## src/rtl/pipe_ctrl_if.sv

```systemverilog
// Handshake bundle between the pipeline datapath and the pipeline control unit.
// The datapath side is the master; the controller consumes hazard inputs and returns stall/flush.
interface pipe_ctrl_if #(
    parameter int MRLen = 6,
    parameter int CntW  = 32
);
    logic [4:0]       id_rs1;
    logic [4:0]       id_rs2;
    logic             id_use_rs1;
    logic             id_use_rs2;
    logic             ex_is_load;
    logic [4:0]       ex_rd;
    logic             ex_redirect;
    logic             ex_mdu_start;
    logic             mem_req;
    logic             mem_ready;
    logic             halt;
    logic             pc_stall;
    logic [MRLen-2:0] stall;
    logic [MRLen-2:0] flush;
    logic             mdu_busy;
    logic [CntW-1:0]  stall_cnt;

    modport master (
        output id_rs1, id_rs2, id_use_rs1, id_use_rs2, ex_is_load, ex_rd,
               ex_redirect, ex_mdu_start, mem_req, mem_ready, halt,
        input  pc_stall, stall, flush, mdu_busy, stall_cnt
    );

    modport slave (
        input  id_rs1, id_rs2, id_use_rs1, id_use_rs2, ex_is_load, ex_rd,
               ex_redirect, ex_mdu_start, mem_req, mem_ready, halt,
        output pc_stall, stall, flush, mdu_busy, stall_cnt
    );
endinterface

```

## src/rtl/pipe_ctrl.sv

```systemverilog
// Pipeline control unit: merges load-use, memory-wait, MDU and halt hold requests into a
// prefix stall vector, squashes wrong-path slots on EX redirects and counts PC stall cycles.
module pipe_ctrl #(
    parameter int MRLen  = 6,
    parameter int MduLat = 4,
    parameter int CntW   = 32
) (
    input  logic       clk,
    input  logic       grst_n,
    pipe_ctrl_if.slave bus
);
    localparam int SW = MRLen - 1;
    localparam int MW = (MduLat > 1) ? $clog2(MduLat) : 1;
    localparam logic [MW-1:0] MduLoad = MW'(MduLat - 1);

    typedef enum logic [1:0] {RUN, MEM_WAIT, MDU_WAIT} state_t;

    state_t          state;
    logic [MW-1:0]   mdu_cnt;
    logic [CntW-1:0] stall_cnt;

    logic          load_use;
    logic          mem_wait;
    logic          mdu_hold;
    logic          hold_ex;
    logic          redirect_ok;
    logic          mdu_load;
    logic [MW-1:0] mdu_next;
    logic [SW-1:0] stall_v;
    logic [SW-1:0] flush_v;

    // Once MEM_WAIT is entered only mem_ready releases it; hold_ex equals stall[1].
    always_comb begin
        load_use = bus.ex_is_load && (bus.ex_rd != 5'd0) &&
                   ((bus.id_use_rs1 && (bus.id_rs1 == bus.ex_rd)) ||
                    (bus.id_use_rs2 && (bus.id_rs2 == bus.ex_rd)));
        mem_wait = (state == MEM_WAIT) ? !bus.mem_ready : (bus.mem_req && !bus.mem_ready);
        mdu_hold = (mdu_cnt != '0);
        hold_ex = bus.halt || mem_wait || mdu_hold;
        redirect_ok = bus.ex_redirect && !hold_ex;
        mdu_load = bus.ex_mdu_start && !hold_ex;

        mdu_next = '0;
        if (mdu_load) begin
            mdu_next = MduLoad;
        end else if (mdu_hold) begin
            mdu_next = mdu_cnt - MW'(1);
        end

        stall_v = '0;
        for (int i = 0; i < SW; i++) begin
            stall_v[i] = grst_n && (bus.halt ||
                                    ((i <= 2) && mem_wait) ||
                                    ((i <= 1) && mdu_hold) ||
                                    ((i == 0) && load_use && !redirect_ok));
        end

        flush_v = '0;
        flush_v[1:0] = {2{grst_n && redirect_ok}};
    end

    // Halt freezes both the FSM and the MDU countdown; the stall counter keeps running.
    always_ff @(posedge clk or negedge grst_n) begin
        if (!grst_n) begin
            state     <= RUN;
            mdu_cnt   <= '0;
            stall_cnt <= '0;
        end else begin
            if (!bus.halt) begin
                mdu_cnt <= mdu_next;
                if (mem_wait) begin
                    state <= MEM_WAIT;
                end else if (mdu_next != '0) begin
                    state <= MDU_WAIT;
                end else begin
                    state <= RUN;
                end
            end
            if (stall_v[0] && (stall_cnt != '1)) begin
                stall_cnt <= stall_cnt + CntW'(1);
            end
        end
    end

    assign bus.stall     = stall_v;
    assign bus.flush     = flush_v;
    assign bus.pc_stall  = stall_v[0];
    assign bus.mdu_busy  = mdu_hold;
    assign bus.stall_cnt = stall_cnt;
endmodule

```

## src/flat_wrapper.sv

```systemverilog
// flat-port wrapper written by rule: the top's interface ports become plain ports
module pipe_ctrl_flat 
#(
    parameter int MRLen  = 6,
    parameter int MduLat = 4,
    parameter int CntW   = 32
)
  (clk, grst_n, bus_id_rs1, bus_id_rs2, bus_id_use_rs1, bus_id_use_rs2, bus_ex_is_load, bus_ex_rd, bus_ex_redirect, bus_ex_mdu_start, bus_mem_req, bus_mem_ready, bus_halt, bus_pc_stall, bus_stall, bus_flush, bus_mdu_busy, bus_stall_cnt);
  pipe_ctrl_if #(.MRLen(MRLen), .CntW(CntW)) bus_i ();
  input  logic clk;
  input  logic grst_n;
  input wire logic [$bits(bus_i.id_rs1)-1:0] bus_id_rs1;
  input wire logic [$bits(bus_i.id_rs2)-1:0] bus_id_rs2;
  input wire logic [$bits(bus_i.id_use_rs1)-1:0] bus_id_use_rs1;
  input wire logic [$bits(bus_i.id_use_rs2)-1:0] bus_id_use_rs2;
  input wire logic [$bits(bus_i.ex_is_load)-1:0] bus_ex_is_load;
  input wire logic [$bits(bus_i.ex_rd)-1:0] bus_ex_rd;
  input wire logic [$bits(bus_i.ex_redirect)-1:0] bus_ex_redirect;
  input wire logic [$bits(bus_i.ex_mdu_start)-1:0] bus_ex_mdu_start;
  input wire logic [$bits(bus_i.mem_req)-1:0] bus_mem_req;
  input wire logic [$bits(bus_i.mem_ready)-1:0] bus_mem_ready;
  input wire logic [$bits(bus_i.halt)-1:0] bus_halt;
  output wire logic [$bits(bus_i.pc_stall)-1:0] bus_pc_stall;
  output wire logic [$bits(bus_i.stall)-1:0] bus_stall;
  output wire logic [$bits(bus_i.flush)-1:0] bus_flush;
  output wire logic [$bits(bus_i.mdu_busy)-1:0] bus_mdu_busy;
  output wire logic [$bits(bus_i.stall_cnt)-1:0] bus_stall_cnt;
  assign bus_i.id_rs1 = bus_id_rs1;
  assign bus_i.id_rs2 = bus_id_rs2;
  assign bus_i.id_use_rs1 = bus_id_use_rs1;
  assign bus_i.id_use_rs2 = bus_id_use_rs2;
  assign bus_i.ex_is_load = bus_ex_is_load;
  assign bus_i.ex_rd = bus_ex_rd;
  assign bus_i.ex_redirect = bus_ex_redirect;
  assign bus_i.ex_mdu_start = bus_ex_mdu_start;
  assign bus_i.mem_req = bus_mem_req;
  assign bus_i.mem_ready = bus_mem_ready;
  assign bus_i.halt = bus_halt;
  assign bus_pc_stall = bus_i.pc_stall;
  assign bus_stall = bus_i.stall;
  assign bus_flush = bus_i.flush;
  assign bus_mdu_busy = bus_i.mdu_busy;
  assign bus_stall_cnt = bus_i.stall_cnt;
  pipe_ctrl #(.MRLen(MRLen), .MduLat(MduLat), .CntW(CntW)) u_core (.clk(clk), .grst_n(grst_n), .bus(bus_i));
endmodule
```

## config.mk

```make
export PLATFORM = sky130hd
export DESIGN_NAME = pipe_ctrl_flat
export DESIGN_NICKNAME = d
export VERILOG_FILES = /design/src/rtl/pipe_ctrl_if.sv /design/src/rtl/pipe_ctrl.sv /design/src/flat_wrapper.sv
export SDC_FILE = /design/constraint.sdc
export NUM_CORES = 1
export LEC_CHECK = 0
export CAP_MARGIN = 20
export CORE_ASPECT_RATIO = 1.4
export CORE_UTILIZATION = 48
export CTS_CLUSTER_DIAMETER = 120
export DETAILED_ROUTE_END_ITERATION = 8
export PLACE_DENSITY = 0.93
export REMOVE_ABC_BUFFERS = 1
export SETUP_SLACK_MARGIN = 0.2
export SLEW_MARGIN = 20
export SYNTH_ARGS = -nofsm -noshare
export SYNTH_HDL_FRONTEND = slang
export SYNTH_SLANG_ARGS = --single-unit
```

## constraint.sdc

```tcl
create_clock -name clk -period 3.2 [get_ports clk]
set_input_delay 0.32 -clock clk [delete_from_list [all_inputs] [get_ports clk]]
set_output_delay 0.32 -clock clk [all_outputs]
set_load 0.02 [all_outputs]
```

# [After elaboration in Yosys (flattened, before gate mapping)]
# Index checks and enable logic that the tools add are counted.
[word_totals] ff_bits=36 elab_cells=38 in_bits=25
[classes] add_sub_neg=2 reduce_logical=24 n_eq_ne=4 muxes=5
[ops] cell="32-bit by 1-bit adder with 32-bit output (second input constant)" n=1
[ops] cell="32-bit != test (second input constant)" n=1
[ops] cell="1-bit logical AND" n=14
[ops] cell="5-bit == test" n=2
[ops] cell="2-bit 2-to-1 mux" n=4
[ops] cell="5-bit nonzero test" n=1
[ops] cell="1-bit logical OR" n=4
[ops] cell="2-bit nonzero test" n=2
[ops] cell="1-bit logical NOT" n=3
[ops] cell="2-bit by 1-bit == test with 1-bit output (second input constant)" n=1
[ops] cell="2-bit by 1-bit subtractor with 2-bit output (second input constant)" n=1
[ops] cell="1-bit 2-to-1 mux" n=1

# [Longest topological paths before layout]
# Gate-level depths: netlist of run 1.
[logic_depth] ltp_word=12 mapped_depth=8 ltp_nobuf=7

# [Least setup slack after synthesis of run 1]
# No wires, ideal clock.
[synth_path] path_kind="register -> register" start="register u_core.state[1]" end="register u_core.stall_cnt[28] (netlist: u_core.bus.stall_cnt[28])" period_less_slack_ps=2193 path_stages_with_launch=8 setup_time_ps=129 t_arrival_ps=2064 path_buffers=0 path_slack_ps=1007 cell_sequence="dfrtp_1 and2b_2 o21bai_1 a21boi_0 a21o_4 nor3b_1 nand3_1 xnor2_1"
[synth_via] elab_chain_len=11
[synth_rtl] element="start: declaration" line_no="pipe_ctrl.sv:18" text="state_t state;"
[synth_rtl] element="start signal: assignment" line_no="pipe_ctrl.sv:65" text="state <= RUN;"
[synth_rtl] element="start signal: assignment" line_no="pipe_ctrl.sv:72" text="state <= MEM_WAIT;"
[synth_rtl] element="start signal: assignment" line_no="pipe_ctrl.sv:74" text="state <= MDU_WAIT;"
[synth_rtl] element="2-bit by 1-bit == test with 1-bit output (*)" line_no="pipe_ctrl.sv:37" text="mem_wait = (state == MEM_WAIT) ? !bus.mem_ready : (bus.mem_req && !bus.mem_ready);"
[synth_rtl] element="1-bit 2-to-1 mux (*)" line_no="pipe_ctrl.sv:37"
[synth_rtl] element="1-bit logical OR (*)" line_no="pipe_ctrl.sv:39, pipe_ctrl.sv:52"
[synth_rtl] element="1-bit logical OR (*)" line_no="pipe_ctrl.sv:39, pipe_ctrl.sv:53"
[synth_rtl] element="1-bit logical NOT" line_no="pipe_ctrl.sv:40" text="redirect_ok = bus.ex_redirect && !hold_ex;"
[synth_rtl] element="1-bit logical AND" line_no="pipe_ctrl.sv:40"
[synth_rtl] element="1-bit logical NOT" line_no="pipe_ctrl.sv:55" text="((i == 0) && load_use && !redirect_ok));"
[synth_rtl] element="1-bit logical AND" line_no="pipe_ctrl.sv:55"
[synth_rtl] element="1-bit logical OR (*)" line_no="pipe_ctrl.sv:54" text="((i <= 1) && mdu_hold) ||"
[synth_rtl] element="1-bit logical AND (*)" line_no="pipe_ctrl.sv:52" text="stall_v[i] = grst_n && (bus.halt ||"
[synth_rtl] element="via bus_pc_stall" line_no="flat_wrapper.sv:23" text="output wire logic [$bits(bus_i.pc_stall)-1:0] bus_pc_stall;"
[synth_rtl] element="1-bit logical AND (*)" line_no="pipe_ctrl.sv:79" text="if (stall_v[0] && (stall_cnt != '1)) begin"
[synth_rtl] element="end signal: assignment" line_no="pipe_ctrl.sv:80" text="stall_cnt <= stall_cnt + CntW'(1);"
[synth_rtl] element="end: declaration" line_no="pipe_ctrl.sv:20" text="logic [CntW-1:0] stall_cnt;"
# The timed path passes the listed nets; every way through them passes the cells marked *.
# A chain may end at the register's enable or synchronous reset.

# [Worst setup path after layout of run 1]
[layout_path] start="input port grst_n" end="output port bus_pc_stall"
[layout_via] elab_chain_len=1
[layout_rtl] element="start: declaration" line_no="flat_wrapper.sv:11" text="input logic grst_n;"
[layout_rtl] element="1-bit logical AND" line_no="pipe_ctrl.sv:52"
[layout_rtl] element="end: declaration" line_no="flat_wrapper.sv:23"
# Every way passes these cells.

==> results.cfg, run 1 <==
[placement]
dpl_cell_area_um2 = 2577
dp.final_hpwl_mm = 3.370
gpl.final_weighted_congestion = 0.8106
portBuffers = 65

[synth]
post_synth_instance_area_um2 = 1936
syn-mean-instance-area_um2 = 10.08
yosys-top-cells-area = dfrtp_1, xnor2_1, xor2_1
yosysUniqueCellTypes = 39
synth_largest_type_area_fraction_pct = 46.54
synthesis.instances = 192
synth_edf_count = 0
synthDominantAreaCellType = dfrtp_1
yosysSeqAreaShare_pct = 46.54
yosys_warnings = 0
ys_ff_latch = 36
synthFlopType = dfrtp_1
synth_async_sr_flop_share_pct = 100.0

[worst_setup_path]
timing.critical_path.required_ns = 2.88
worst-r2r-cell-count = 7
setup.reg_to_reg.worst_slack_ns = 0.97
critical_path.endpoint_type = primary output
rr_endpoint = u_core.bus.stall_cnt[23]$_DFFE_PN0P_
startpoint = grst_n
worstPathBufferInverterCount = 3
cp-endpoint = bus_pc_stall
critical-path-max-stage-delay_ns = 0.60
critical_path.startpoint_type = primary input
critical_path.max_fanout = 22
cp.depth = 6
crit_path_leading_delay_family = buffers and inverters
crit_path_cell_trace = dlygate4sd3_1, buf_2, o211ai_2, a31oi_1, a21o_4, clkdlybuf4s50_1
slowest_stage = clkdlybuf4s50_1
worst_ep_arrival_time_ns = 2.39
worstSetupPathType = in2out
crit-reg2reg-launch = u_core.bus.stall_cnt[5]$_DFFE_PN0P_

[global_routing]
gr-usage-all-layers_pct = 22.27
grt_antenna_before_repair = 0
grt_pass1_vias = 1662
global_route_wire_length_before_repair_mm = 7.438
grt_overflow = 0
pin_count_of_the_biggest_net_entering_global_routing = 23

[drt]
routedWlPerCell_um = 14.62
firstDrtPassIters = 4
remaining_drc_errors = 0
detail_route.wirelength_mm = 4.429
route.antenna.remaining_nets = 0
drt-vias-per-instance = 5.459
initialDrtViolationCount = 21
via_count = 1654

[floorplanning]
die_height_um = 77.14
num_io_pins = 69
num_rows = 26
initial_utilization_pct = 51.74
die_area_um2 = 4294
die-width_um = 55.67
core_region_area_um2 = 3741

[cts]
post_cts_buffers = 0
cts-root-buf = clkbuf_8
cts.path.max_buffers = 2
tritoncts = yes
clock-sinks = 36
cts_inserted_buffers = 5
clkTransAtPathRegs_ns = 0.07
clk-insertion-delay-late_ns = 0.29
cts-htree-levels = 2

[sta]
slew_violations = 0
layout_worst_path_cycle_share_pct = 84.75
tightestPinTransition_ns = 0.5856
post-route-min-period_ns = 2.712
fin_worst_skew_ns = 0.004500
worst_slew_margin_rel_pct = 60.81
setup_total_negative_slack_ns = 0
grt_setup_unrepaired = false
maxClockFrequency_mhz = 368.7
timing.final.setup_violations = 0
timing.final.hold_violations = 0

[final_layout]
post_route_cells_drive_above_1_share_pct = 7.280
num_antenna_cells = 0
area_growth_syn_to_layout_pct = 39.24
utilization_pct = 72.04
num-nets-final = 286
total_non_filler_cell_area_in_the_finished_layout_um2 = 2695
fillCellCount = 284
layout_common_cells = clkdlybuf4s50_1, dfrtp_1, xnor2_1
mostFrequentLayoutCell = clkdlybuf4s50_1

[status]
result_of_the_run = completed

[power_and_ir_drop]
ir_drop_v = 0.0005201
power-per-cell-area_nw_per_um2 = 479.8
leakage_nw = 1.118

[worst_hold_path]
worst_hold_path_type = reg2reg

[job]
maxCapViolCount = 0
==> worst reg2reg max path: stages, from the launching register on <==
cell and delay (ns):
dfrtp_1 0.46, nand4_1 0.16, nor3_1 0.29, and2_1 0.28
nand3_1 0.18, o21ai_2 0.44, nor4_1 0.14, xor2_1 0.17
==> how the worst min path moves through the flow <==
stage,slack [ns],cells after the start,startpoint,endpoint
4_1_cts,0.49,2,u_core.state[0]$_DFFE_PN0N_,u_core.state[0]$_DFFE_PN0N_
6_report,0.49,2,u_core.state[0]$_DFFE_PN0N_,u_core.state[0]$_DFFE_PN0N_
5_1_grt,0.53,2,u_core.state[1]$_DFFE_PN0N_,u_core.state[1]$_DFFE_PN0N_
3_3_place_gp,0.29,1,grst_n,u_core.bus.stall_cnt[9]$_DFFE_PN0P_
2_1_floorplan,0.02,0,grst_n,u_core.bus.stall_cnt[0]$_DFFE_PN0P_
3_5_place_dp,0.30,1,grst_n,u_core.bus.stall_cnt[9]$_DFFE_PN0P_
==> metal layers <==
layer / share of wire [%] / global-route usage [%] / vias up
met1: 39 / 23.04 / 804
met2: 53 / 42.17 / 54
met3: 6.8 / 6.239 / 7
li1: - / - / 789
met5: 0 / 0 / -
met4: 1.4 / 7.250 / 0
==> metrics by stage <==
stage	worst slack [ns]	hold slack [ns]	std cells	power [W]
after floorplan	0.9619	0.02441	186	0.0007410
after global placement	0.5231	0.2914	294	0.0009065
after detailed placement	0.4878	0.2964	294	0.0009168
after CTS	0.4520	0.4875	303	0.001303
after global routing	0.3177	0.5278	303	0.001361
final	0.4880	0.4853	303	0.001293
==> logic make-up (layout without fill, tap and decap cells) <==
family	count (synthesis)	count (layout)	synth area share (%)
adders and majority gates	1	1	0.6463
DFF	36	36	46.54
buffers and inverters	13	80	4.654
xor gates and xnor gates	41	41	18.55
and+or+nand+nor	84	84	22.63
AOI/OAI and AO/OA	16	16	6.788
other	1	3	0.1937
==> Yosys cell counts, drive strengths merged (2+ instances only) <==
library cell and instances:
a21o 2, a21oi 2, and2 2, and4 4, buf 8, dfrtp 36
inv 5, nand2 24, nand3 13, nand4 13, nor2 12, nor3 8
nor4 2, o21a 2, o21ai 3, xnor2 29, xor2 12
==> layout make-up <==
class | count | area, um2 | share of cell area [%]
Clock buffer | 6 | 72.57 | 2.693
Clock inverter | 2 | 35.03 | 1.300
Inverter | 5 | 18.77 | 0.6964
Multi-Input combinational cell | 145 | 952.2 | 35.33
Sequential cell | 36 | 900.9 | 33.43
Tap cell | 42 | 52.55 | 1.950
Timing Repair Buffer | 67 | 663.1 | 24.61
==> where the power goes <==
group	internal [W]	switching [W]
registers	0.000502	0.0000543
logic	0.000175	0.000174
clock network	0.000231	0.000156
==> registers in the layout, summed over array words and instances (netlist names) <==
signal,cells
u_core.mdu_cnt,2
u_core.bus.stall_cnt,32
u_core.state,2
==> what timing repair did <==
action	4_1_cts	5_1_grt
resized for setup	0	0
hold buffers	1	0
setup endpoints to repair	0	0
endpoints found under the hold margin	16	0
(Power assumes the default switching activity.)
==> run 2: changes to the inputs <==
CORE_UTILIZATION = 40   (was 48)
PLACE_DENSITY = 0.83   (was 0.93)
clock period = 2.2 ns   (was 3.2 ns; I/O delays follow)
==> results.cfg, run 2 (synthesis results as in run 1) <==
[global_routing]
gr-usage-all-layers_pct = 18.92
grt_pass1_vias = 1620
pin_count_of_the_biggest_net_entering_global_routing = 19
grt_antenna_before_repair = 0
grt_overflow = 0
global_route_wire_length_before_repair_mm = 7.231

[placement]
gpl.final_weighted_congestion = 0.7594
dp.final_hpwl_mm = 3.488
placedCellCount = 331
portBuffers = 65
post-place-ws_ns = -0.2507

[worst_setup_path]
setup.reg_to_reg.worst_slack_ns = 0.28
startpoint = u_core.state[1]$_DFFE_PN0N_
timing.critical_path.required_ns = 2.39
rr_endpoint = u_core.bus.stall_cnt[22]$_DFFE_PN0P_
worst_ep_arrival_time_ns = 2.11
crit_path_cell_trace = and2b_2, o21bai_2, a31oi_1, a21o_4, buf_6, nand4_1, buf_6, nor3_4, xor2_1
slowest_stage = dfrtp_1
critical_path.startpoint_type = register
critical_path.max_fanout = 6
worst-r2r-cell-count = 9
cp-endpoint = u_core.bus.stall_cnt[22]$_DFFE_PN0P_
worstSetupPathType = reg2reg
path_common_cell = buf_6
critical_path.endpoint_type = register
critical-path-max-stage-delay_ns = 0.38
crit-reg2reg-launch = u_core.state[1]$_DFFE_PN0N_

[final_layout]
post_route_cells_drive_above_1_share_pct = 21.20
largest_register_ffs = 32
largest-register = u_core.bus.stall_cnt
utilization_pct = 64.78
fillCellCount = 372
non_filler_cells_final = 345
largestRegisters = u_core.bus.stall_cnt: 32 flops, u_core.mdu_cnt: 2 flops, u_core.state: 2 flops
area_growth_syn_to_layout_pct = 53.01
mostFrequentLayoutCell = clkdlybuf4s50_1
num_antenna_cells = 0
num-nets-final = 309
layout_common_cells = clkdlybuf4s50_1, dfrtp_1, xnor2_1

[sta]
grt_setup_unrepaired = true
postLayoutSetupSlackWorst_ns = 0.2778
worst_slew_margin_rel_pct = 64.92
timing.final.hold_violations = 0
maxClockFrequency_mhz = 520.2
timing.final.setup_violations = 0
slew_violations = 0
fin_worst_skew_ns = 0.006410
post-route-min-period_ns = 1.922
layout_worst_path_cycle_share_pct = 87.37
setup_total_negative_slack_ns = 0
tightestPinTransition_ns = 0.5245

[floorplanning]
initial_utilization_pct = 42.34
core_region_area_um2 = 4572
die_height_um = 84.31
die_area_um2 = 5125
die-width_um = 60.79
num_io_pins = 69
num_rows = 29

[drt]
detail_route.wirelength_mm = 4.748
remaining_drc_errors = 0
initialDrtViolationCount = 48
firstDrtPassIters = 4
route.antenna.remaining_nets = 0
routedWlPerCell_um = 13.76
via_count = 1695
drt-vias-per-instance = 4.913

[worst_hold_path]
worst_hold_path_type = reg2reg

[status]
result_of_the_run = completed

[cts]
clkTransAtPathRegs_ns = 0.07
cts-root-buf = clkbuf_8
clk-insertion-delay-late_ns = 0.28
cts-htree-levels = 2
clock-sinks = 36
cts_inserted_buffers = 5
tritoncts = yes
cts.path.max_buffers = 2

[power_and_ir_drop]
leakage_nw = 1.321
power-per-cell-area_nw_per_um2 = 606.3
totalPowerFinal_w = 0.001796
ir_drop_v = 0.0005135

[job]
maxCapViolCount = 0
## run 2: worst min-delay path by stage
stage	start	end	slack (ns)	cells past startpoint
after floorplan	grst_n	u_core.bus.stall_cnt[0]$_DFFE_PN0P_	-0.08	0
after global placement	grst_n	u_core.bus.stall_cnt[21]$_DFFE_PN0P_	0.22	2
after detailed placement	grst_n	u_core.bus.stall_cnt[23]$_DFFE_PN0P_	0.22	2
after CTS	u_core.bus.stall_cnt[28]$_DFFE_PN0P_	u_core.bus.stall_cnt[28]$_DFFE_PN0P_	0.49	1
after global routing	u_core.state[1]$_DFFE_PN0N_	u_core.state[1]$_DFFE_PN0N_	0.52	2
final	u_core.state[0]$_DFFE_PN0N_	u_core.state[0]$_DFFE_PN0N_	0.49	2
## run 2: worst max-delay path, delay by kind of cell, from the launching register on
kind / cells / cell delay [ns]
xor gates and xnor gates: 1 / 0.22
DFF: 1 / 0.38
and+or+nand+nor: 3 / 0.52
buffers and inverters: 2 / 0.28
AOI/OAI and AO/OA: 3 / 0.45
## run 2: layout make-up
| cell class | instances | area (um2) | share of cell area (%) |
|---|---|---|---|
| inverters | 5 | 18.77 | 0.6337 |
| multi-input cells | 145 | 1044 | 35.23 |
| flip-flops and latches | 36 | 902.1 | 30.46 |
| repair buffers | 90 | 842.1 | 28.43 |
| clock inverters | 1 | 5.005 | 0.1690 |
| well taps | 62 | 77.57 | 2.619 |
| clock buffers | 6 | 72.57 | 2.450 |
## run 2: through the flow
| step | instance area (um2) | hold WS [ns] |
|---|---|---|
| after floorplan | 1872 | -0.07559 |
| after global placement | 2730 | 0.2184 |
| after detailed placement | 2730 | 0.2165 |
| after CTS | 2892 | 0.4937 |
| after global routing | 2962 | 0.5179 |
| final | 2962 | 0.4889 |
## run 2: per-layer routing
metal / up-vias / global-route usage, % / wire [um]
li1: 833 / - / -
met1: 792 / 20.92 / 1820
met2: 61 / 33.47 / 2478
met3: 9 / 5.085 / 368
met4: 0 / 6.818 / 80
met5: - / 0 / 0
## run 2: report_power, final
group          total, W  internal [W]  switching (W)
clock          0.000429      0.000215       0.000214
combinational  0.000564      0.000285       0.000279
sequential     0.000803      0.000731      0.0000725
total           0.00180       0.00123       0.000565
## run 2: timing repair
action | CTS | global route
pin swaps | 5 | 8
endpoints found under the hold margin | 36 | 0
gates cloned | 0 | 0
hold buffers | 3 | 0
setup endpoints to repair | 34 | 35
gates resized for setup | 26 | 24
setup buffers | 4 | 0
==> RTL change: new RTL, settings of run 1 <==
`CntW` is set to 32 in 3 places; all go to 16.
--- a/src/rtl/pipe_ctrl_if.sv
+++ b/src/rtl/pipe_ctrl_if.sv
@@ -2,7 +2,7 @@
 // The datapath side is the master; the controller consumes hazard inputs and returns stall/flush.
 interface pipe_ctrl_if #(
     parameter int MRLen = 6,
-    parameter int CntW  = 32
+    parameter int CntW  = 16
 );
     logic [4:0]       id_rs1;
     logic [4:0]       id_rs2;
--- a/src/rtl/pipe_ctrl.sv
+++ b/src/rtl/pipe_ctrl.sv
@@ -3,7 +3,7 @@
 module pipe_ctrl #(
     parameter int MRLen  = 6,
     parameter int MduLat = 4,
-    parameter int CntW   = 32
+    parameter int CntW   = 16
 ) (
     input  logic       clk,
     input  logic       grst_n,
--- a/src/flat_wrapper.sv
+++ b/src/flat_wrapper.sv
@@ -3,7 +3,7 @@
 #(
     parameter int MRLen  = 6,
     parameter int MduLat = 4,
-    parameter int CntW   = 32
+    parameter int CntW   = 16
 )
   (clk, grst_n, bus_id_rs1, bus_id_rs2, bus_id_use_rs1, bus_id_use_rs2, bus_ex_is_load, bus_ex_rd, bus_ex_redirect, bus_ex_mdu_start, bus_mem_req, bus_mem_ready, bus_halt, bus_pc_stall, bus_stall, bus_flush, bus_mdu_busy, bus_stall_cnt);
   pipe_ctrl_if #(.MRLen(MRLen), .CntW(CntW)) bus_i ();
Interface: changed (resized bus_stall_cnt); port bits go from 69 to 53. No check against the original RTL was run, so the function may have changed too.
==> RTL change against run 1 <==
Fmax rose by 2.8%. Final area is 34% lower. Worst setup slack gained 0.074 ns. Utilization grew 0.26 points. Sequential cell count fell by 16. Synthesized area shrank 35%. Routed wire length down 26%. Via count fell by 32%. Critical path depth unchanged. Total power fell by 34%. Critical path type unchanged. Largest power group is now combinational logic.
==> RTL change: results (changes against run 1) <==
HP Class -> in -> async
Netlist cell types -> 35 (-10%)
CTS root buf -> clkbuf_4
First-pass DRT Iterations -> 4 (unchanged)
slowest library cell on the worst path -> or4_4
Port Buffers -> 49 (-25%)
All-Layer GR Usage -> 0.258 (+0.0357)
YS warnings -> 0 (unchanged)
Worst-Skew Late Latency -> 0.31 ns (+0.02 ns)
Synth top cells by count -> 23 x xnor2_1, 20 x dfrtp_1, 8 x nand4_1
htree depth -> 1 (-1)
CTS Buf Count -> 3 (-2)
vias in the first global route -> 1182 (-29%)
setup slack, reg-to-reg -> 1.06 ns (+0.09 ns)
CTS Buffer Depth -> 2 (unchanged)
sequential fraction of the synthesis area -> 0.398 (-0.0674)
Nets -> 198 (-31%)
layout cell share with drive strength beyond 1 -> 0.112 (+0.0390)
pre-CTS setup slack -> 0.563 ns (+0.0752 ns)
gpl congestion -> 0.818 (+0.88%)
ys async rst share -> 1.00 (unchanged)
Critical Path Max Stage Delay -> 0.56 ns (-0.04 ns)
status -> finished clean
Detailed Route Iter0 Violations -> 28 (+33%)
Fin Clk Skew -> 0.0105 ns (+0.00597 ns)
critical path peak fanout -> 3 (-86%)
compound-cell area share of the yosys netlist -> 0.0905 (+0.0227)
global-route wire length before repair -> 5260 um (-29%)
mux contribution to synthesized area -> 0.0179 (+0.0179)
DR vias/cell -> 5.49 (+0.58%)
pin count of the biggest net entering global routing -> 17 (-26%)
cell family with most CP delay -> buffers and inverters
Worst EP arrival -> 2.32 ns (-0.07 ns)
final WL -> 3270 um (-26%)
Leak -> 0.724 nW (-35%)
initial antenna violation count -> 0 (unchanged)
Antenna Cells -> 0 (unchanged)
HPWL Detailed -> 2620 um (-22%)
Fin Hold WS -> 0.472 ns (-0.0130 ns)
largest registers -> u_core.bus.stall_cnt (16), u_core.mdu_cnt (2), u_core.state (2)
Adder-Cell Fraction of Synth Area -> 0.00995 (+0.00349)
Resized cells post-CTS -> 0 (unchanged)
Peak VDD IR -> 0.000464 V (-11%)
clk slew on worst S/H paths -> 0.10 ns (+0.03 ns)
residual DRC count -> 0 (unchanged)
highest clock rate -> 379 MHz (+2.8%)
top post-synthesis cells by area -> dfrtp_1 40%, xnor2_1 16%, nand3_2 4.0%
xor/xnor share of the synthesized area -> 0.160 (-0.0253)
==> RTL change: cell count changes in the layout (fill, tap and decap cells not counted), sizes merged, moves of 3 or more <==
cell,delta
nor3,-7
inv,-4
nand2,-17
nor2,-8
nand3,-3
clkdlybuf4s50,-15
xnor2,-6
xor2,-12
nand4,-3
clkbuf,-3
dfrtp,-16
and3,+6
==> RTL change: power breakdown <==
group	switching [W]	total [W]	leakage, nW	internal [W]
Sequential	0.0000641	0.000367	0.264	0.000303
Combinational	0.000185	0.000374	0.447	0.000189
Clock	0.0000743	0.000118	0.0138	0.0000440
==> RTL change: cell type report <==
cell class                      count  area (um^2)
Timing Repair Buffer               53          520
Tap cell                           34         42.5
Fill cell                         188          677
Multi-Input combinational cell     93          677
Clock buffer                        3         22.5
Sequential cell                    20          500
Inverter                            1         3.75
==> RTL change: per-layer routing <==
layer  share of wire  GRT usage
met1            0.33      0.250
met2            0.57      0.464
met3           0.073     0.0520
met4           0.024      0.159
met5               0          0
==> RTL change: final timing paths <==
| kind | from | depth (start not counted) | to |
|---|---|---|---|
| setup / recovery | bus_ex_rd[0] | 6 | bus_stall[0] |
| hold / removal | grst_n | 2 | u_core.bus.stall_cnt[8]$_DFFE_PN0P_ |
| setup reg to reg | u_core.mdu_cnt[0]$_DFFE_PN0N_ | 7 | u_core.bus.stall_cnt[14]$_DFFE_PN0P_ |
| hold reg to reg | u_core.state[1]$_DFFE_PN0N_ | 2 | u_core.state[1]$_DFFE_PN0N_ |
| max in group asynchronous | grst_n | 2 | u_core.bus.stall_cnt[1]$_DFFE_PN0P_ |
| min in group clk | u_core.state[1]$_DFFE_PN0N_ | 2 | u_core.state[1]$_DFFE_PN0N_ |
==> RTL change: cells by family (layout without fill, tap and decap cells) <==
kind of cell	count (synthesis)	count (layout)
flops	20	20
xor+xnor	23	23
other cells	1	3
buf+inv	12	57
simple gates	49	49
compound gates	15	15
mux	2	2
fa+ha+maj	1	1
==> RTL change: through the flow <==
step,std cells,instance area [um^2]
finish,204,1770
global route,204,1770
CTS,204,1770
detailed placement,201,1740
global placement,201,1740
floorplan,114,1180
==> RTL change: worst register-to-register path, delay by kind of cell, from the launching register on <==
kind | cells | cell delay (ns)
AND/OR/NAND/NOR | 3 | 0.64
AO/OA/AOI/OAI | 2 | 0.42
buffers and inverters | 1 | 0.22
multiplexers | 1 | 0.33
flip-flops | 1 | 0.43
